$ cat src/rtl/uart_rx.sv
// 8N1 UART receiver with mid-bit sampling from an internal bit counter.
// Bytes are presented on a valid/ready pair with sticky error flags.
module uart_rx #(
    parameter int CLKS_PER_BIT = 434,
    parameter int HALF_BIT     = CLKS_PER_BIT / 2
) (
    input  logic       clk,
    input  logic       rst_n,
    input  logic       rxd,
    output logic [7:0] rx_data,
    output logic       rx_valid,
    input  logic       rx_ready,
    output logic       frame_err,
    output logic       overrun,
    input  logic       err_clr,
    output logic       rx_busy
);

    localparam int CNT_W = $clog2(CLKS_PER_BIT);
    localparam logic [CNT_W-1:0] CNT_BIT  = CNT_W'(CLKS_PER_BIT - 1);
    localparam logic [CNT_W-1:0] CNT_HALF = CNT_W'(HALF_BIT - 1);

    typedef enum logic [2:0] {
        IDLE,
        START,
        DATA,
        STOP,
        WAIT_HIGH
    } state_t;

    state_t           state_q, state_d;
    logic             rxd_meta_q, rxd_s_q;
    logic [CNT_W-1:0] cnt_q, cnt_d;
    logic [2:0]       bit_idx_q, bit_idx_d;
    logic [7:0]       shift_q, shift_d;
    logic [7:0]       rx_data_q, rx_data_d;
    logic             rx_valid_q, rx_valid_d;
    logic             frame_err_q, frame_err_d;
    logic             overrun_q, overrun_d;
    logic             tick;
    logic             done;

    assign tick = (cnt_q == '0);

    always_comb begin
        state_d     = state_q;
        cnt_d       = cnt_q;
        bit_idx_d   = bit_idx_q;
        shift_d     = shift_q;
        rx_data_d   = rx_data_q;
        rx_valid_d  = rx_valid_q;
        frame_err_d = frame_err_q & ~err_clr;
        overrun_d   = overrun_q & ~err_clr;
        done        = 1'b0;

        unique case (state_q)
            IDLE: begin
                if (!rxd_s_q) begin
                    state_d = START;
                    cnt_d   = CNT_HALF;
                end
            end
            START: begin
                if (tick) begin
                    if (!rxd_s_q) begin
                        state_d   = DATA;
                        cnt_d     = CNT_BIT;
                        bit_idx_d = 3'd0;
                    end else begin
                        state_d = IDLE;
                    end
                end else begin
                    cnt_d = cnt_q - 1'b1;
                end
            end
            DATA: begin
                if (tick) begin
                    shift_d = {rxd_s_q, shift_q[7:1]};
                    cnt_d   = CNT_BIT;
                    if (bit_idx_q == 3'd7) begin
                        state_d = STOP;
                    end else begin
                        bit_idx_d = bit_idx_q + 3'd1;
                    end
                end else begin
                    cnt_d = cnt_q - 1'b1;
                end
            end
            STOP: begin
                if (tick) begin
                    if (rxd_s_q) begin
                        done    = 1'b1;
                        state_d = IDLE;
                    end else begin
                        frame_err_d = 1'b1;
                        state_d     = WAIT_HIGH;
                    end
                end else begin
                    cnt_d = cnt_q - 1'b1;
                end
            end
            WAIT_HIGH: begin
                if (rxd_s_q) begin
                    state_d = IDLE;
                end
            end
            default: begin
                state_d = IDLE;
            end
        endcase

        // A completion in the same cycle as an accept replaces the byte.
        if (rx_valid_q && rx_ready) begin
            rx_valid_d = 1'b0;
        end
        if (done) begin
            if (!rx_valid_q || rx_ready) begin
                rx_data_d  = shift_q;
                rx_valid_d = 1'b1;
            end else begin
                overrun_d = 1'b1;
            end
        end
    end

    always_ff @(posedge clk or negedge rst_n) begin
        if (!rst_n) begin
            rxd_meta_q  <= 1'b1;
            rxd_s_q     <= 1'b1;
            state_q     <= IDLE;
            cnt_q       <= '0;
            bit_idx_q   <= 3'd0;
            shift_q     <= 8'h00;
            rx_data_q   <= 8'h00;
            rx_valid_q  <= 1'b0;
            frame_err_q <= 1'b0;
            overrun_q   <= 1'b0;
        end else begin
            rxd_meta_q  <= rxd;
            rxd_s_q     <= rxd_meta_q;
            state_q     <= state_d;
            cnt_q       <= cnt_d;
            bit_idx_q   <= bit_idx_d;
            shift_q     <= shift_d;
            rx_data_q   <= rx_data_d;
            rx_valid_q  <= rx_valid_d;
            frame_err_q <= frame_err_d;
            overrun_q   <= overrun_d;
        end
    end

    assign rx_data   = rx_data_q;
    assign rx_valid  = rx_valid_q;
    assign frame_err = frame_err_q;
    assign overrun   = overrun_q;
    assign rx_busy   = (state_q != IDLE);

endmodule
$ cat config.mk
export PLATFORM = sky130hd
export DESIGN_NAME = uart_rx
export DESIGN_NICKNAME = d
export VERILOG_FILES = /design/src/rtl/uart_rx.sv
export SDC_FILE = /design/constraint.sdc
export NUM_CORES = 1
export LEC_CHECK = 0
export ABC_CLOCK_PERIOD_IN_PS = 1700
export CORE_UTILIZATION = 40
export DETAILED_ROUTE_END_ITERATION = 7
export SYNTH_ARGS = -nofsm -noshare
export SYNTH_HDL_FRONTEND = slang
export SYNTH_SLANG_ARGS = --single-unit
export TNS_END_PERCENT = 100
$ cat constraint.sdc
create_clock -name clk -period 1.7 [get_ports clk]
set_input_delay 0.17 -clock clk [delete_from_list [all_inputs] [get_ports clk]]
set_output_delay 0.17 -clock clk [all_outputs]
set_load 0.1 [all_outputs]
-- After elaboration in Yosys (flattened, before gate mapping)
Cells that the tools add are included.
- add/sub/neg operators: 2
- multiply operators: 0
- div/mod/pow operators: 0
- order comparisons: 0
- eq/ne operators: 15
- shift operators: 0
- muxes and demuxes: 31
- bitwise operators: 3
- reduce and logical (&&, ||, !) cells: 13
- operators by type and width (kind ; number):
    $mux 9 ; 5
    $pmux 9 s4 ; 1
    $mux 3 ; 11
    $ne 2x2->1 const B ; 9
    $pmux 3 s5 ; 1
    $mux 1 ; 11
    $logic_not 9->1 ; 1
    $sub 9x1->9 const B ; 1
    $eq 3x2->1 const B ; 2
    $eq 3x3->1 const B ; 2
    $pmux 3 s2 ; 1
    $reduce_and 6->1 ; 1
    $reduce_and 5->1 ; 1
    $reduce_and 2->1 ; 2
    $reduce_and 4->1 ; 1
    $reduce_bool 4->1 ; 1
    $add 3x1->3 const B ; 1
    $eq 3x1->1 const B ; 1
    $logic_not 3->1 ; 1
    $ne 3x3->1 const B ; 1
    $reduce_bool 3->1 ; 1
    $and 1x1->1 ; 2
    $mux 2 ; 1
    $reduce_bool 2->1 ; 1
    4 further kinds ; 4
- bits in registers: 36
- bits in latches: 0
- bits in writable memories: 0
- bits in read-only memories: 0
- bits of input ports: 5
- word-level logic and storage cells: 74
- memories: 0

-- Longest topological paths before layout
Gate-level depths: netlist of the first run.
- word-level depth: 5
- gate-level depth with buffers: 7

-- Worst setup path after synthesis of the first run
OpenSTA, ideal clock, no wires.
- path kind: flip-flop to flip-flop
- start: register cnt_q[0]
- end: register rx_data_q[0], in the netlist rx_data[0]
- arrival: 1.756 ns
- setup slack: -0.184 ns
- cell stages (with the launch flop): 7
- buffers on the path: 0
- path through: dfrtp_1 -> inv_1 -> ha_1 -> nor4b_4 -> nand3_2 -> nor2_4 -> mux2_1
- cells in the longest elaborated chain, start to end: 4
- RTL lines (what ; RTL line ; RTL):
    from (decl) ; 33 ; logic [CNT_W-1:0] cnt_q, cnt_d;
    from (signal assigned) ; 142 ; cnt_q <= cnt_d;
    $logic_not 9->1 ; 43 ; assign tick = (cnt_q == '0);
    $mux 1 ; 90 ; if (tick) begin
    $mux 1 ; 56 ; unique case (state_q)
    $reduce_and 2->1 (no source line) ; n/a ;
    to (signal assigned) ; 145 ; rx_data_q <= rx_data_d;
    to (decl) ; 36 ; logic [7:0] rx_data_q, rx_data_d;
No other way between the ends.
A chain may end at the register's enable or synchronous reset.

-- Final worst setup path of the first run
- start: register cnt_q[0]
- end: register state_q[0]
- cells in the longest elaborated chain, start to end: 3
- elaborated cells between the ends (all ways): 5
- classes of those cells: eq/ne: 3; reduce/logical: 2
- RTL lines (what ; RTL line ; RTL):
    $logic_not 9->1 (*) ; 43 ;
    $ne 2x2->1 (no source line) ; n/a ;
    $reduce_and 6->1 (no source line) (*) ; n/a ;
    to (signal assigned) ; 141 ; state_q <= state_d;
    to (decl) ; 31 ; state_t state_q, state_d;
Mark *: on every way between the ends. The rest lies on a longest branch, timed or not.

==> flow_summary_export.csv, run 1 <==
group,metric,value,unit
outcome,status,"complete, but fails checks",
outcome,violations,"negative setup slack",
critical_path,reg2reg_from,"cnt_q[0]",
drt,ant_nets,0,
timing,rsz0062_at_grt,"yes",
power,leakagePower,1.19,nW
global_route,grt_pass1_vias,1495,
critical_path,critPathSlowestCell,"or4b_4",
global_route,grt_max_degree,37,
power,powerDensity,572,nW/um^2
layout,layout.nets,220,
placement,gp_congestion,0.838,
drt,totalWireLength,4560,um
power,irDropWorstVdd,0.391,mV
critical_path,rrSetupSlack,-0.1,ns
timing,maxSlewHeadroom,67.3,%
synth,async_flop_share,100,%
power,p_clk_share,39.3,%
critical_path,cp.depth,7,
critical_path,end_kind,"register",
timing,maxClockFrequency,556,MHz
power,power_frac_comb,2.7,%
global_route,grt_pass1_wl,7210,um
global_route,grt_usage,21.2,%
timing,setup_viol,24,
power,intPower,1.16,mW
timing,timing.final.crit_period,1.80,ns
synth,syn-cell-area,1780,sq um
critical_path,crit_path_max_incr_delay,0.49,ns
power,p_sw_share,22.2,%
critical_path,required,1.90,ns
critical_path,critical-path-top-delay-family,"simple AND/OR/NAND/NOR gates",
synth,synthTopCellsByArea,"dfrtp_1 48%, mux2_1 5.1%, mux2_2 5.1%",
floorplan,die_w,68.6,um
critical_path,crit_chain,"inv_2 -> ha_4 -> or4b_4 -> nor3_4 -> buf_6 -> a311oi_2 -> a211oi_2",
floorplan,die_y,68.6,um
critical_path,crit_path_start,"cnt_q[0]",
synth,synth_top_family_by_area,"simple AND/OR/NAND/NOR gates",
flow_run,cap_viol_max_count,0,
critical_path,crit_arrival,1.99,ns
floorplan,placementRows,23,
synth,synthTopCellsByCount,"34 x dfrtp_1, 10 x nor2_1, 9 x inv_1",
drt,drcViolationCount,0,
power,pwr-share-seq,58.0,%
critical_path,worst-path-buf-inv,2,
layout,area_delta_synth_final,46.8,%
drt,first_iter_violations,133,
floorplan,die_area,4710,sq um
floorplan,initial_core_util,42.9,%
synth,synth_nets,162,
global_route,overflow,0,
power,switchingPower,332,uW
clocking,cts.sinks,36,
synth,yosys.area_share.adder,2.11,%
drt,wl_per_cell,17.3,um
critical_path,critPathCapture,"state_q[0]",
timing,timing.hold.ws,0.294,ns
synth,synth_compound_area_share,15.7,%
power,p_total,1.49,mW
clocking,clk_path_buf_depth,2,
layout,seq_area,906,sq um
timing,worstMarginPinSlew,0.488,ns
critical_path,timing.rr.end,"state_q[0]",
synth,yosys.area.top_type_share,47.9,%
synth,seq_area_frac_synth,50.8,%
timing,finalHoldViolCount,0,
timing,maxSlewViolCount,0,
placement,port_buffers,16,
timing,finalCritPeriodShare,106,%
synth,synth_top_area_cell,"dfrtp_1",
hold_path,min_path_type,"input pin to register",
placement,dpl.hpwl,3020,um
synth,synth-edff-count,0,
timing,tns,-1.51,ns
synth,synth_seq_cells,36,
timing,finClkSkew,0.00305,ns
synth,avgSynthCellArea,11.5,sq um
synth,synth_mux_area_share,11.8,%
layout,multiInputGateArea,1050,sq um
timing,worst_slack,-0.0980,ns
placement,placed_area,2210,sq um
clocking,h-tree-depth,2,
floorplan,num_io_pins,17,
clocking,cts_tree,"yes",
synth,syn_inst,154,
synth,yosysMostFrequentCell,"dfrtp_1",
floorplan,core_area,4140,sq um
placement,dpl.cell_count,246,
clocking,clk_pin_slew,0.07,ns
clocking,cts_root_buf,"clkbuf_8",
clocking,clk_latency,0.28,ns
layout,stdcell_count,263,
synth,ys_warn_count,0,
critical_path,cp-start-kind,"register",
layout,diodes,0,
drt,viasPerCell,5.62,
synth,ys_types,50,
critical_path,ff2ff_path_depth,7,
layout,filler_cell_count,338,
synth,yosys.area_share.simple,16.2,%
synth,synth-xor-area-share,0.493,%
global_route,antenna_found_initial,0,
layout,fin_area,2610,sq um
critical_path,worstSetupPathType,"register to register",
drt,dr.pass1.iters,4,
synth,synthFlopType,"dfrtp_1",
critical_path,crit_path_max_fanout,5,
layout,drive_above_1_share,55.9,%
clocking,cts_made_buffers,5,
drt,vias,1478,
-- cell families after synthesis --
kind of cell               after synthesis
AOI/OAI and AO/OA                       38
xor gates and xnor gates                 1
adders and majority gates                3
buffers and inverters                   13
DFF                                     36
muxes                                   19
and+or+nand+nor                         44
-- area by class of cell --
cell class | instances | area share, %
repair buffers | 55 | 18.2
clock buffers | 6 | 2.78
multi-input cells | 105 | 40.1
flip-flops and latches | 36 | 34.7
inverters | 9 | 1.30
clock inverters | 2 | 0.480
well taps | 50 | 2.40
-- placed cells by master (no fill, tap or decap), drive strengths merged, types with 2 or more instances in the layout --
cell / count
nand3: 4
clkdlybuf4s50: 4
o32ai: 2
a2bb2oi: 2
a31oi: 3
nand2: 3
mux2i: 3
o31ai: 5
dfrtp: 34
or3: 2
nor3: 7
ha: 3
a21oi: 4
nor2b: 2
dfstp: 2
a211oi: 3
o22ai: 3
clkbuf: 6
mux2: 16
o21ai: 7
nor4: 2
nor2: 11
and3b: 2
buf: 51
inv: 9
nand2b: 5
-- registers in the layout, summed over array words and instances (netlist names) --
signal / cells
cnt_q: 9
rx_data: 8
shift_q: 8
bit_idx_q: 3
state_q: 3
frame_err: 1
overrun: 1
rx_valid: 1
rxd_meta_q: 1
rxd_s_q: 1
-- what timing repair did --
action	in CTS	in global routing
pin swaps	2	15
gates cloned	0	1
endpoints found under the setup margin	24	35
hold buffers	0	0
resized for setup	6	52
setup buffers	2	6
-- power by group through the flow --
| stage | combinational (mW) | clock, mW | sequential (mW) |
|---|---|---|---|
| final | 0.0410 | 0.586 | 0.866 |
| after CTS | 0.0381 | 0.597 | 0.864 |
| after global routing | 0.0465 | 0.640 | 0.865 |
| after floorplan | 0.00679 | 0 | 0.879 |
| after detailed placement | 0.0381 | 0 | 0.880 |
| after global placement | 0.0375 | 0 | 0.880 |
-- metrics by stage --
stage,worst slack [ns],utilization [%]
final,-0.0980,62.9
after global routing,-0.234,62.9
after CTS,-0.0879,56.6
after detailed placement,-0.101,53.4
after global placement,-0.0495,53.4
after floorplan,-0.0855,-
-- layer usage --
metal / wire length, um / up-vias / global-route usage [%]
li1: - / 689 / -
met1: 2120 / 743 / 28.2
met2: 2210 / 35 / 33.5
met3: 142 / 11 / 3.95
met4: 87 / 0 / 9.11
met5: 0 / - / 0
-- worst min-delay path by stage --
stage               start           end  slack [ns]  cells after the start
3_3_place_gp   rxd_meta_q       rxd_s_q        0.35                      0
6_report              rxd    rxd_meta_q        0.29                      1
5_1_grt               rxd    rxd_meta_q        0.28                      1
3_5_place_dp   rxd_meta_q       rxd_s_q        0.35                      0
4_1_cts               rxd    rxd_meta_q        0.29                      1
2_1_floorplan       rst_n  bit_idx_q[0]       -0.13                      0
-- worst register-to-register path: cells and delay by family, from the launching register on --
kind | cells | cell delay (ns)
flops | 1 | 0.39
fa+ha+maj | 1 | 0.13
simple gates | 2 | 0.68
buf+inv | 2 | 0.24
compound gates | 2 | 0.26
Power figures use the tool's default switching activity.
==> run 2, diff against run 1 <==
--- a/config.mk
+++ b/config.mk
@@ -8,6 +8,7 @@
 export ABC_CLOCK_PERIOD_IN_PS = 1700
 export CORE_UTILIZATION = 40
 export DETAILED_ROUTE_END_ITERATION = 7
+export SKIP_CTS_REPAIR_TIMING = 1
 export SYNTH_ARGS = -nofsm -noshare
 export SYNTH_HDL_FRONTEND = slang
 export SYNTH_SLANG_ARGS = --single-unit
==> run 2 against run 1 <==
Against the previous run:
- the run still ends with negative setup slack left
- first-iteration DRC count decreased by 34%
- via count decreased by 2.8%
- non-clock buffer count decreased by 3
- cell area decreased by 3.1%
- clock skew increased by 0.0024 ns
- sequential power about the same
- worst setup slack got worse by 0.0099 ns
- register-to-register slack about the same
- global-route usage decreased by 0.21 points
- combinational power decreased by 5.1%
- critical path type unchanged
- highest routed layer unchanged
==> flow_summary_export.csv, run 2 (same netlist as run 1, synthesis figures left out) <==
group,metric,value,unit
outcome,status,"complete, but fails checks",
outcome,violations,"negative setup slack",
layout,layout_common_cells,"39 x buf_4, 33 x dfrtp_1, 8 x nor2_1, 8 x mux2_4, 8 x mux2_2",
drt,drcViolationCount,0,
drt,vias,1437,
power,p_total,1.49,mW
clocking,cts_made_buffers,5,
floorplan,num_io_pins,17,
timing,tns,-1.47,ns
layout,stdcell_count,260,
critical_path,crit_path_max_fanout,3,
critical_path,required,1.88,ns
critical_path,cp-start-kind,"register",
power,powerDensity,590,nW/um^2
layout,diodes,0,
drt,wl_per_cell,16.8,um
timing,timing.final.crit_period,1.81,ns
clocking,cts_tree,"yes",
power,irDropWorstVdd,0.412,mV
drt,first_iter_violations,88,
critical_path,crit_path_start,"cnt_q[0]",
critical_path,rrSetupSlack,-0.11,ns
critical_path,ff2ff_path_depth,7,
timing,finalCritPeriodShare,106,%
layout,area_delta_synth_final,42.3,%
power,leakagePower,1.15,nW
clocking,clk_pin_slew,0.07,ns
global_route,grt_usage,21.0,%
flow_run,cap_viol_max_count,0,
drt,wl_met1,2130,um
global_route,grt_pass1_vias,1504,
global_route,overflow,0,
layout,layout.nets,217,
global_route,grt_max_degree,37,
timing,timing.hold.ws,0.289,ns
layout,drive_above_1_share,50.0,%
timing,maxClockFrequency,553,MHz
critical_path,reg2reg_from,"cnt_q[0]",
critical_path,crit_arrival,1.98,ns
global_route,grt_pass1_wl,7170,um
floorplan,die_w,68.6,um
timing,maxSlewViolCount,0,
placement,port_buffers,16,
placement,gp_congestion,0.838,
clocking,cts_root_buf,"clkbuf_8",
clocking,clk_latency,0.29,ns
timing,worstMarginPinSlew,0.553,ns
timing,setup_viol,26,
drt,routed.top_layer,"met4",
timing,finalHoldViolCount,0,
global_route,antenna_found_initial,0,
placement,placed_area,2210,sq um
drt,ant_nets,0,
clocking,h-tree-depth,2,
floorplan,die_area,4710,sq um
layout,fin_area,2530,sq um
critical_path,timing.rr.end,"cnt_q[2]",
timing,finClkSkew,0.00548,ns
drt,dr.pass1.iters,4,
floorplan,die_y,68.6,um
critical_path,worstSetupPathType,"register to register",
layout,top_register,"cnt_q",
placement,dpl.cell_count,246,
timing,rsz0062_at_grt,"yes",
floorplan,placementRows,23,
drt,totalWireLength,4360,um
layout,layout_commonest_cell,"buf_4",
floorplan,initial_core_util,42.9,%
placement,pre_cts_slack,-0.101,ns
timing,worst_slack,-0.108,ns
placement,dpl.hpwl,3020,um
layout,largest_reg_flops,9,
drt,route.met2.wl,1990,um
timing,maxSlewHeadroom,63.0,%
critical_path,critPathCapture,"cnt_q[2]",
clocking,clk_path_buf_depth,2,
drt,wl_met3,117,um
drt,viasPerCell,5.53,
floorplan,core_area,4140,sq um
hold_path,min_path_type,"input pin to async pin",
critical_path,end_kind,"register",
clocking,cts.sinks,36,
layout,utilization,61.0,%
-- run 2: power by group --
group	total (mW)	internal (mW)	leakage, nW	switching [mW]
logic	0.0389	0.0137	0.634	0.0253
registers	0.864	0.861	0.476	0.00346
clock network	0.588	0.286	0.0412	0.302
total	1.49	1.16	1.15	0.330
-- run 2: worst min-delay path by stage --
stage               startpoint      endpoint  slack, ns
detailed placement  rxd_meta_q       rxd_s_q       0.35
global placement    rxd_meta_q       rxd_s_q       0.35
global route               rxd    rxd_meta_q       0.28
finish                   rst_n       overrun       0.29
CTS                        rxd    rxd_meta_q       0.29
floorplan                rst_n  bit_idx_q[0]      -0.13
-- run 2: layer usage --
layer | vias up | GRT usage (%)
li1 | 684 | -
met1 | 718 | 27.8
met2 | 24 | 33.2
met3 | 11 | 3.95
met4 | 0 | 9.11
met5 | - | 0
-- run 2: layout make-up --
| cell class | count | area [sq um] |
|---|---|---|
| inverters | 9 | 33.8 |
| clock inverters | 2 | 12.5 |
| repair buffers | 52 | 452 |
| clock buffers | 6 | 72.6 |
| flip-flops and latches | 36 | 905 |
| multi-input cells | 105 | 990 |
| fillers | 346 | 1620 |
| well taps | 50 | 62.6 |
-- run 2: critical path, stage by stage (launching register included) --
cell and delay (ns):
dfrtp_1 0.39, inv_2 0.08, ha_4 0.13, or4b_4 0.48, nor3_4 0.20, buf_6 0.14
nor2_1 0.04, a22o_1 0.22
